===== src/rtl/kr580_pit.sv =====
// KR580 port-mapped programmable interval timer: 16-bit down counter with prescaler and
// level interrupt. Optional macro KR580_PIT_LATCH_EN adds a coherent high-byte read latch.
module kr580_pit #(
    parameter logic [7:0]  BASE     = 8'h40,
    parameter int unsigned PRESCALE = 4
) (
    input  logic       clock,
    input  logic       reset,
    input  logic [7:0] pa,
    input  logic [7:0] po,
    input  logic       pw,
    output logic [7:0] pi,
    output logic       intr,
    input  logic       inta
);
    localparam logic [7:0] PreMax = 8'(PRESCALE - 1);

    logic [15:0] cnt_q, cnt_d, reload_q, reload_d;
    logic [7:0]  shadow_q, shadow_d, presc_q, presc_d, pi_q, pi_d;
    logic [2:0]  ctrl_q, ctrl_d;
    logic        pend_q, pend_d, intr_q;
    logic [8:0]  ofs_full;
    logic [1:0]  ofs;
    logic        hit, wr, wr_ctrl, commit, tick;
    logic [7:0]  hi_rd;

`ifdef KR580_PIT_LATCH_EN
    logic [7:0] latch_q, latch_d;
    assign hi_rd = latch_q;
`else
    assign hi_rd = cnt_q[15:8];
`endif

    // 9-bit difference keeps addresses below BASE from aliasing into the window
    assign ofs_full = {1'b0, pa} - {1'b0, BASE};
    assign hit      = (ofs_full < 9'd4);
    assign ofs      = ofs_full[1:0];

    always_comb begin
        wr       = pw && hit;
        wr_ctrl  = wr && (ofs == 2'd2);
        commit   = wr && (ofs == 2'd1);
        tick     = ctrl_q[0] && (presc_q == PreMax);

        presc_d  = (ctrl_q[0] && !tick) ? presc_q + 8'd1 : 8'd0;
        if (wr_ctrl) presc_d = 8'd0;

        shadow_d = shadow_q;
        reload_d = reload_q;
        ctrl_d   = ctrl_q;
        cnt_d    = cnt_q;
        pend_d   = pend_q;

        if (wr && (ofs == 2'd0)) shadow_d = po;
        if (commit) reload_d = {po, shadow_q};
        if (wr_ctrl) ctrl_d = po[2:0];
        if (inta || (wr && (ofs == 2'd3) && po[0])) pend_d = 1'b0;

        // A CTRL write in the same cycle discards the tick
        if (tick && !wr_ctrl) begin
            if (cnt_q == 16'd1) begin
                pend_d = 1'b1;
                if (ctrl_q[1]) begin
                    cnt_d = reload_d;
                end else begin
                    cnt_d     = 16'd0;
                    ctrl_d[0] = 1'b0;
                end
            end else begin
                cnt_d = cnt_q - 16'd1;
            end
        end
        if (commit && !ctrl_q[0]) cnt_d = reload_d;

        pi_d = 8'h00;
        if (hit) begin
            case (ofs)
                2'd0:    pi_d = cnt_q[7:0];
                2'd1:    pi_d = hi_rd;
                2'd2:    pi_d = {5'b0, ctrl_q};
                default: pi_d = {7'b0, pend_q};
            endcase
        end
    end

`ifdef KR580_PIT_LATCH_EN
    always_comb begin
        latch_d = latch_q;
        if (hit && (ofs == 2'd0) && !pw) latch_d = cnt_q[15:8];
    end

    always_ff @(posedge clock) begin
        if (reset) latch_q <= 8'h00;
        else       latch_q <= latch_d;
    end
`endif

    always_ff @(posedge clock) begin
        if (reset) begin
            cnt_q    <= 16'h0000;
            reload_q <= 16'h0000;
            shadow_q <= 8'h00;
            presc_q  <= 8'h00;
            ctrl_q   <= 3'b000;
            pend_q   <= 1'b0;
            intr_q   <= 1'b0;
            pi_q     <= 8'h00;
        end else begin
            cnt_q    <= cnt_d;
            reload_q <= reload_d;
            shadow_q <= shadow_d;
            presc_q  <= presc_d;
            ctrl_q   <= ctrl_d;
            pend_q   <= pend_d;
            intr_q   <= pend_q & ctrl_q[2];
            pi_q     <= pi_d;
        end
    end

    assign pi   = pi_q;
    assign intr = intr_q;
endmodule

===== config.mk =====
export PLATFORM = sky130hd
export DESIGN_NAME = kr580_pit
export DESIGN_NICKNAME = d
export VERILOG_FILES = /design/src/rtl/kr580_pit.sv
export SDC_FILE = /design/constraint.sdc
export NUM_CORES = 1
export LEC_CHECK = 0
export ABC_AREA = 1
export ABC_CLOCK_PERIOD_IN_PS = 2800
export BUFFER_PORTS_ARGS = -buffer_cell sky130_fd_sc_hd__buf_2
export CORE_MARGIN = 3
export CORE_UTILIZATION = 30
export DETAILED_ROUTE_END_ITERATION = 6
export PLACE_DENSITY = 0.46
export SETUP_SLACK_MARGIN = 0.1
export SYNTH_ARGS = -nofsm -noshare
export SYNTH_HDL_FRONTEND = slang
export SYNTH_SLANG_ARGS = --single-unit

===== constraint.sdc =====
create_clock -name clock -period 2.8 [get_ports clock]
set_input_delay 0.28 -clock clock [delete_from_list [all_inputs] [get_ports clock]]
set_output_delay 0.28 -clock clock [all_outputs]
set_load 0.02 [all_outputs]

---- After elaboration in Yosys (flattened, before gate mapping) ----
Cells that the tools add are included.
operators by class
  $add $sub $neg .......................... 3
  $lt $le $gt $ge ......................... 1
  equality and inequality tests ........... 5
  muxes and demuxes ....................... 13
  bitwise logic cells ..................... 3
  reductions and logical operators ........ 18
operator list
  kind                                                                          count
  16-bit two-way mux                                                            5
  8-bit case mux with 3 select lines                                            1
  16-bit by 1-bit equality test with 1-bit output, second input constant        1
  16-bit by 1-bit subtractor with 16-bit output, second input constant          1
  1-bit logical AND                                                             10
  9-bit by 3-bit less-than comparator with 1-bit output, second input constant  1
  8-bit by 7-bit subtractor with 9-bit output, second input constant            1
  8-bit by 1-bit adder with 8-bit output, second input constant                 1
  8-bit by 2-bit equality test with 1-bit output, second input constant         1
  1-bit two-way mux                                                             7
  2-bit equality test, second input constant                                    2
  1-bit zero test                                                               3
  3-bit OR reduction                                                            1
  2-bit by 1-bit equality test with 1-bit output, second input constant         1
  2-bit zero test                                                               1
  1-bit inverter                                                                2
  2-bit nonzero test                                                            1
  2-bit OR reduction                                                            1
  1-bit bitwise AND                                                             1
  1-bit logical OR                                                              1
storage, ports and cells
  register bits after elaboration ......... 61
  input bits .............................. 20
  output and inout port bits .............. 9
  word-level logic and storage cells ...... 52

---- Logic depth before layout (Yosys ltp) ----
Gate-level depths: netlist of the first run.
  depth in word-level cells ............... 9
  mapped depth ............................ 12
  depth with buffers taken out ............ 12

---- Worst setup path after synthesis of the first run ----
OpenSTA, ideal clock, no wires.
  path type ............................... reg-to-reg
  start point ............................. register presc_q[0]
  end point ............................... register cnt_q[2]
  setup time .............................. 0.109 ns
  arrival ................................. 1.450 ns
  required time ........................... 2.691 ns
  setup slack ............................. 1.241 ns
  stages on the path, launching flop included .. 12
  buffers on the path ..................... 1
  clock period less this slack ............ 1.559 ns
  path through ............................ dfxtp_1 > ha_1 > inv_1 > nor3_1 > nand3_1 > nor2_1 > nand2_4 > nand2_2 > buf_2 > o211ai_1 > nand2_1 > inv_1
on the way
  word-level cells in the longest chain between the ends .. 4
RTL lines
  what                                            RTL line  source
  start, declared                                 19        logic [7:0] shadow_q, shadow_d, presc_q, presc_d, pi_q, pi_d;
  start signal, assigned                          112       presc_q <= presc_d;
  8-bit by 2-bit equality test with 1-bit output  43        tick = ctrl_q[0] && (presc_q == PreMax);
  1-bit logical AND                               43
  1-bit logical AND                               60        if (tick && !wr_ctrl) begin
  2-bit nonzero test (no line)                    n/a
  end signal, assigned                            109       cnt_q <= cnt_d;
  end, declared                                   18        logic [15:0] cnt_q, cnt_d, reload_q, reload_d;
Every way passes these cells.
A chain may end at the register's enable or synchronous reset.

---- Final worst setup path of the first run ----
  start point ............................. register presc_q[0]
  end point ............................... register cnt_q[1]
The elaborated chain is that of the path after synthesis.

==> results of run 1 <==
==> path summary, 6_finish.rpt <==
kind | end | slack [ps] | cells past startpoint
setup reg to reg | cnt_q[1] | 760 | 10
hold / removal | shadow_q[3] | 210 | 3
setup / recovery | cnt_q[1] | 760 | 10
hold reg to reg | intr | 440 | 2
==> final cells by class <==
class	instances	area (um2)
repair buffers	30	155
well taps	133	166
clock buffers	9	124
clock inverters	7	66.3
flip-flops and latches	61	1220
fillers	1071	6350
multi-input cells	305	1530
inverters	66	248
==> report_power, final <==
| group | leakage (uW) | internal, uW | total (uW) | switching [uW] |
|---|---|---|---|---|
| Clock | 0.0000987 | 406 | 766 | 360 |
| Sequential | 0.000491 | 868 | 869 | 1.14 |
| Combinational | 0.00107 | 22.0 | 67.7 | 45.7 |
==> kinds of logic (layout without fill, tap and decap cells) <==
logic type | count (synthesis) | in the layout
xor+xnor | 14 | 14
simple gates | 213 | 213
flops | 61 | 61
compound gates | 75 | 75
buf+inv | 78 | 112
fa+ha+maj | 3 | 3
==> metrics by stage <==
step	total power, uW	hold slack [ps]
finish	1700	206
global placement	957	432
CTS	1740	196
floorplan	927	410
global route	1780	217
detailed placement	957	438
==> layout by cell type, fill, tap and decap left out, types with 6 or more instances in the layout <==
master    netlist  layout
inv_2           6       6
o21ai_1        22      22
nand2_1       105     105
a21oi_1        29      29
nand3_1        26      26
xor2_1          9       9
buf_2           3      28
inv_1          60      60
o21ai_0        13      13
clkbuf_8        0       9
nor2_1         53      53
dfxtp_1        61      61
==> sequential cells by signal (all words and copies together), names as in the netlist <==
register	flops
cnt_q	16
reload_q	16
pi	8
presc_q	8
shadow_q	8
ctrl_q	3
intr	1
pend_q	1
==> worst max-delay path, stage by stage, from the launching register on <==
cell and delay, ps:
dfxtp_1 350, ha_1 170, inv_1 60, nor3_1 130, nand3_1 170, nor2_1 210
nand2_4 100, nand2_2 420, o21ai_1 140, a21oi_1 140, nor2_1 50
==> routing by layer <==
metal	global-route usage	share of wire	vias up
met5	0	0	-
met4	0.0438	0.011	0
met3	0.0355	0.051	10
met2	0.251	0.48	61
met1	0.193	0.46	1232
li1	-	-	1466
==> impl_metrics.csv, run 1 <==
group,metric,value,unit
clock_network,tritoncts,"yes",
cells_and_area,nets,496,
yosys,yosys.area_share.adder,0.0122,
yosys,synth_area_per_cell,6.92,um2
sta,post-route-min-period,2040,ps
critical_path,startpoint_type,"flop",
sta,rsz0062_at_grt,"false",
critical_path,crit_type,"reg -> reg",
route,wirelength,8060,um
global_route,grt-ovfl-total,0,
placement,dpl.cell_count,595,
yosys,ys_types,38,
sta,clock_skew,10.5,ps
floorplan,ios,29,
cells_and_area,final_cells,611,
yosys,synthTopCellsByArea,"dfxtp_1 40%, nand2_1 13%, inv_1 7.3%, nor2_1 6.5%, a21oi_1 4.7%",
yosys,synth_top_family_by_area,"simple AND/OR/NAND/NOR gates",
sta,max_slew.worst_pin.slew,540,ps
route,drc,0,
clock_network,clock_sinks,61,
floorplan,die_w,107,um
clock_network,cts_buffer_depth,2,
cells_and_area,fin_area,3510,um2
route,vias_per_cell,4.53,
placement,dp.final_hpwl,5890,um
route,vias,2769,
clock_network,ctsRootBufferMaster,"clkbuf_8",
placement,postPlaceCellArea,3320,um2
clock_network,h-tree-depth,3,
route,wl_per_cell,13.2,um
run_status,status,"completed",
floorplan,start_util,0.312,
placement,gp_congestion,0.817,
floorplan,dieArea,11500,um2
global_route,grt_pass1_vias,2642,
yosys,synth_edf_count,0,
job,maxCapViolations,0,
sta,hold_viol_final,0,
sta,slew_viol_final,0,
yosys,synth_area,3070,um2
yosys,syn_nets,467,
route,drtPass1Iterations,4,
power_and_ir_drop,power-per-cell-area,485,nW/um2
floorplan,fp-row-count,36,
floorplan,die_y,107,um
global_route,grt_pass1_wl,13200,um
critical_path,crit_arrival,2270,ps
cells_and_area,n_antenna_cell,0,
yosys,synthFlopType,"dfxtp_1",
power_and_ir_drop,leakage,0.00166,uW
yosys,yosysSeqAreaShare,0.397,
sta,max_slew_margin,0.639,
sta,fin_tns_setup,0,ps
global_route,grt_max_degree,31,
yosys,ys_seq_elements,61,
cells_and_area,syn2layout_area_growth,14.3,%
route,drtAntennaViolNets,0,
yosys,synth_simple_gate_area_frac,0.314,
yosys,muxShareOfSynthArea,0,
yosys,yosys_warnings,0,
clock_network,path_clk_slew,70,ps
clock_network,cts_buffers,9,
global_route,grt_usage,0.150,
yosys,async_flop_share,0,
placement,post-place-ws,759,ps
placement,io_buffers,28,
hold_path,holdCritStartpoint,"po[3]",
critical_path,startpoint,"presc_q[0]",
route,drtIter0Drc,129,
yosys,yosysTopAreaCellShare,0.397,
sta,finalWorstSetupSlack,762,ps
yosys,synth_xor_area_frac,0.0399,
floorplan,core-area,9860,um2
clock_network,insertion_delay,340,ps
sta,min_period_over_period,0.728,
critical_path,end_kind,"flop",
yosys,synth_compound_area_frac,0.133,
critical_path,cp_max_fo,30,
clock_network,post_cts_buffers,0,
global_route,grt_antenna_before_repair,0,
critical_path,critPathRequiredTime,3030,ps
cells_and_area,fin_util,0.356,
yosys,synthCells,444,
power_and_ir_drop,irDropWorstVdd,0.000209,V
sta,fmax,491,MHz
hold_path,hold_class,"in -> reg",
clock_network,cts_resized,0,
sta,setup_viol,0,
yosys,synth_most_common_cell,"nand2_1",
yosys,yosysTopAreaCell,"dfxtp_1",
cells_and_area,layout-drive-gt1-share,0.144,
clock_network,hold_buffers,0,
critical_path,r2r-start,"presc_q[0]",
yosys,synth_common_cells,"105 x nand2_1, 61 x dfxtp_1, 60 x inv_1, 53 x nor2_1, 29 x a21oi_1",
(Power assumes the default switching activity.)
==> inputs of run 2 (changes only) <==
--- a/config.mk
+++ b/config.mk
@@ -6,12 +6,12 @@
 export NUM_CORES = 1
 export LEC_CHECK = 0
 export ABC_AREA = 1
-export ABC_CLOCK_PERIOD_IN_PS = 2800
+export ABC_CLOCK_PERIOD_IN_PS = 1700
 export BUFFER_PORTS_ARGS = -buffer_cell sky130_fd_sc_hd__buf_2
 export CORE_MARGIN = 3
 export CORE_UTILIZATION = 30
 export DETAILED_ROUTE_END_ITERATION = 6
-export PLACE_DENSITY = 0.46
+export PLACE_DENSITY = 0.48
 export SETUP_SLACK_MARGIN = 0.1
 export SYNTH_ARGS = -nofsm -noshare
 export SYNTH_HDL_FRONTEND = slang
==> constraint.sdc (replaced) <==
create_clock -name clock -period 1.7 [get_ports clock]
set_input_delay 0.17 -clock clock [delete_from_list [all_inputs] [get_ports clock]]
set_output_delay 0.17 -clock clock [all_outputs]
set_load 0.02 [all_outputs]
==> impl_metrics.csv, run 2 (synthesis gave the netlist of run 1 again) <==
group,metric,value,unit
floorplan,core-area,9860,um2
sta,slew_viol_final,0,
sta,clock_skew,2.09,ps
power_and_ir_drop,leakage,0.00195,uW
sta,post-route-min-period,1580,ps
cells_and_area,layout_common_cells,"95 x nand2_1, 57 x dfxtp_1, 55 x inv_1",
route,drc,0,
global_route,grt-ovfl-total,0,
placement,dp.final_hpwl,6200,um
floorplan,fp-row-count,36,
floorplan,die_y,107,um
route,drtIter0Drc,135,
clock_network,ctsRootBufferMaster,"clkbuf_8",
clock_network,clock_sinks,61,
clock_network,tritoncts,"yes",
clock_network,insertion_delay,340,ps
route,wirelength,8890,um
global_route,grt_usage,0.157,
power_and_ir_drop,irDropWorstVdd,0.000378,V
cells_and_area,n_antenna_cell,0,
clock_network,cts_buffer_depth,2,
critical_path,crit_arrival,1810,ps
run_status,status,"completed",
floorplan,dieArea,11500,um2
sta,min_period_over_period,0.927,
sta,max_slew_margin,0.698,
clock_network,cts_buffers,9,
critical_path,cpPeakStageDelay,350,ps
placement,gp_congestion,0.866,
critical_path,startpoint_type,"flop",
placement,io_buffers,28,
cells_and_area,layout_commonest_cell,"nand2_1",
route,drtAntennaViolNets,0,
critical_path,critPathRequiredTime,1930,ps
sta,max_slew.worst_pin.slew,452,ps
clock_network,h-tree-depth,3,
global_route,grt_antenna_before_repair,0,
job,maxCapViolations,0,
critical_path,cp_slowest_cell,"dfxtp_2",
route,drtPass1Iterations,6,
sta,rsz0062_at_grt,"true",
critical_path,crit_family,"simple AND/OR/NAND/NOR gates",
floorplan,die_w,107,um
cells_and_area,top_regs,"cnt_q: 16 flops, reload_q: 16 flops",
sta,fin_tns_setup,0,ps
route,vias_per_cell,4.59,
sta,fmax,634,MHz
cells_and_area,syn2layout_area_growth,35.5,%
critical_path,crit_type,"reg -> reg",
cells_and_area,fin_util,0.422,
critical_path,cp_max_fo,7,
route,wl_per_cell,13.7,um
sta,setup_viol,0,
floorplan,ios,29,
global_route,grt_pass1_wl,13900,um
critical_path,critPathBufInv,2,
power_and_ir_drop,power-per-cell-area,722,nW/um2
route,vias,2983,
global_route,grt_max_degree,21,
critical_path,path_cells,"ha_4, inv_4, nor3_4, nand3_2, nor2_4, nand2_4, nand2_8, buf_12, o21ai_2, a21oi_1, nor2_1",
critical_path,end_kind,"flop",
placement,post-place-ws,-38.1,ps
sta,hold_viol_final,0,
sta,finalWorstSetupSlack,124,ps
floorplan,start_util,0.312,
cells_and_area,layout-drive-gt1-share,0.311,
clock_network,path_clk_slew,70,ps
global_route,grt_pass1_vias,2805,
cells_and_area,nets,536,
hold_path,hold_class,"in -> reg",
## run 2: cell type report
type                       instances  area [um2]
sequential                        61        1230
fill                            1033        5700
tap                              133         166
clock buffer                      11         141
clock inverter                     4        72.6
inverter                          66         253
timing repair buffer              69         519
multi-input combinational        306        1780
## run 2: per-stage QoR
stage | hold WS, ps | power (uW) | std cells | instance area [um2]
2_1_floorplan | 314 | 1530 | 444 | 3070
3_3_place_gp | 423 | 1580 | 620 | 3540
3_5_place_dp | 423 | 1580 | 620 | 3540
4_1_cts | 81.5 | 3030 | 641 | 3890
5_1_grt | 95.2 | 3110 | 650 | 4170
6_report | 88.0 | 3010 | 650 | 4170
## run 2: tightest hold or removal path, delay by kind of cell
kind                   cells  cell delay (ps)
AOI/OAI and AO/OA          1               60
buffers and inverters      2              160
## run 2: repair_timing
item / in CTS / in global routing
gates resized for setup: 11 / 63
buffers inserted: 4 / 9
endpoints found under the setup margin: 18 / 21
pin swaps: 4 / 30
hold buffers: 0 / 0
cloned: 2 / 2
## run 2: worst paths after layout
check | startpoint | to | slack, ps | cells after the start
hold reg to reg | ctrl_q[2] | intr | 430 | 2
hold / removal | po[7] | shadow_q[7] | 90 | 3
setup / recovery | presc_q[1] | cnt_q[1] | 120 | 11
setup reg to reg | presc_q[1] | cnt_q[1] | 120 | 11
## run 2: per-layer routing
layer	vias to the layer above	track usage	wire length [um]
met5	-	0	0
met4	0	0.0429	119
met3	10	0.0367	402
met2	57	0.252	4210
met1	1374	0.210	4160
li1	1542	-	-
## run 2: power breakdown
part / switching (uW) / leakage [uW] / total, uW / internal, uW
sequential: 1.38 / 0.000493 / 1430 / 1430
clock: 593 / 0.000105 / 1450 / 856
combinational: 82.4 / 0.00135 / 127 / 44.8
total: 677 / 0.00195 / 3010 / 2330
==> inputs of run 3 (changes only) <==
--- a/config.mk
+++ b/config.mk
@@ -10,6 +10,7 @@
 export BUFFER_PORTS_ARGS = -buffer_cell sky130_fd_sc_hd__buf_2
 export CORE_MARGIN = 3
 export CORE_UTILIZATION = 30
+export CTS_BUF_LIST = sky130_fd_sc_hd__clkbuf_4 sky130_fd_sc_hd__clkbuf_8
 export DETAILED_ROUTE_END_ITERATION = 6
 export PLACE_DENSITY = 0.48
 export SETUP_SLACK_MARGIN = 0.1
==> impl_metrics.csv, run 3 (synthesis gave the netlist of run 1 again) <==
group,metric,value,unit
cells_and_area,layout-drive-gt1-share,0.313,
cells_and_area,layout_commonest_cell,"nand2_1",
clock_network,cts_buffers,9,
cells_and_area,num-fill-cells,1033,
global_route,grt_pass1_vias,2805,
sta,min_period_over_period,0.927,
global_route,grt_usage,0.157,
placement,gp_congestion,0.866,
route,wl_per_cell,13.7,um
global_route,grt-ovfl-total,0,
route,drtIter0Drc,144,
route,drtPass1Iterations,6,
sta,finalWorstSetupSlack,123,ps
sta,hold_viol_final,0,
floorplan,ios,29,
hold_path,hold_class,"in -> reg",
run_status,status,"completed",
cells_and_area,layout_common_cells,"95 x nand2_1, 57 x dfxtp_1, 55 x inv_1",
clock_network,path_clk_slew,70,ps
cells_and_area,regArea,1230,um2
critical_path,r2r-start,"presc_q[1]",
sta,setup_viol,0,
critical_path,end_kind,"flop",
sta,max_slew.worst_pin.slew,448,ps
critical_path,cpPeakStageDelay,350,ps
clock_network,ctsRootBufferMaster,"clkbuf_8",
power_and_ir_drop,power-per-cell-area,725,nW/um2
floorplan,start_util,0.312,
cells_and_area,multi_input_area,1780,um2
critical_path,path_cells,"ha_4, inv_4, nor3_4, nand3_2, nor2_4, nand2_4, nand2_8, buf_12, o21ai_2, a21oi_1, nor2_1",
critical_path,startpoint,"presc_q[1]",
power_and_ir_drop,irDropWorstVdd,0.000378,V
critical_path,startpoint_type,"flop",
sta,post-route-min-period,1580,ps
floorplan,dieArea,11500,um2
hold_path,holdCritStartpoint,"po[7]",
sta,timing.hold.ws,86.7,ps
route,wirelength,8910,um
floorplan,die_w,107,um
cells_and_area,n_antenna_cell,0,
critical_path,crit_family,"simple AND/OR/NAND/NOR gates",
cells_and_area,fin_util,0.423,
route,drtAntennaViolNets,0,
floorplan,core-area,9860,um2
floorplan,fp-row-count,36,
placement,dp.final_hpwl,6200,um
critical_path,cp_slowest_cell,"dfxtp_2",
sta,max_slew_margin,0.701,
route,vias_per_cell,4.56,
critical_path,crit_arrival,1810,ps
critical_path,critPathRequiredTime,1930,ps
clock_network,clock_sinks,61,
job,maxCapViolations,0,
clock_network,insertion_delay,340,ps
global_route,grt_antenna_before_repair,0,
placement,post-place-ws,-38.1,ps
sta,fmax,634,MHz
cells_and_area,top_regs,"cnt_q: 16 flops, reload_q: 16 flops",
sta,slew_viol_final,0,
sta,fin_tns_setup,0,ps
clock_network,h-tree-depth,3,
critical_path,critPathBufInv,2,
clock_network,cts_buffer_depth,2,
critical_path,cp_max_fo,7,
route,drc,0,
cells_and_area,syn2layout_area_growth,35.6,%
critical_path,crit_type,"reg -> reg",
global_route,grt_pass1_wl,13900,um
placement,io_buffers,28,
sta,clock_skew,3.32,ps
power_and_ir_drop,total_power,3020,uW
power_and_ir_drop,leakage,0.00196,uW
cells_and_area,nets,536,
clock_network,tritoncts,"yes",
route,vias,2962,
global_route,grt_max_degree,21,
floorplan,die_y,107,um
sta,rsz0062_at_grt,"true",
[run 3: area by class of cell]
class / instances / share of cell area
flip-flops and latches: 61 / 0.295
multi-input cells: 306 / 0.428
clock inverters: 4 / 0.0174
well taps: 133 / 0.0399
inverters: 66 / 0.0606
repair buffers: 69 / 0.125
clock buffers: 11 / 0.0348
[run 3: what timing repair did]
| action | CTS | global route |
|---|---|---|
| pin swaps | 4 | 30 |
| endpoints found under the setup margin | 18 | 21 |
| gates resized for setup | 11 | 63 |
| cloned | 2 | 2 |
| buffers inserted | 4 | 9 |
| hold buffers | 0 | 0 |
[run 3: worst paths after layout]
kind                                    end  slack [ps]  cells after the start
worst max-delay path               cnt_q[1]         120                     11
worst min-delay path            shadow_q[7]          90                      3
worst max register to register     cnt_q[1]         120                     11
worst min register to register         intr         430                      2
[run 3: worst reg2reg max path: stages (launching register included)]
cell,delay (ps)
dfxtp_2,350
ha_4,150
inv_4,40
nor3_4,160
nand3_2,120
nor2_4,120
nand2_4,80
nand2_8,110
buf_12,140
o21ai_2,50
a21oi_1,110
nor2_1,60
[run 3: per-stage QoR]
stage	std cells	instance area, um2
3_5_place_dp	620	3540
5_1_grt	650	4170
6_report	650	4170
2_1_floorplan	444	3070
3_3_place_gp	620	3540
4_1_cts	641	3890
[run 3: per-layer routing]
metal,part of all wire,GRT usage
met5,0,0
met4,0.011,0.0429
met3,0.045,0.0367
met2,0.47,0.252
met1,0.47,0.210
[run 3: power by group]
part	switching [uW]	internal (uW)
Clock	594	872
Combinational	82.5	44.8
Sequential	1.38	1430
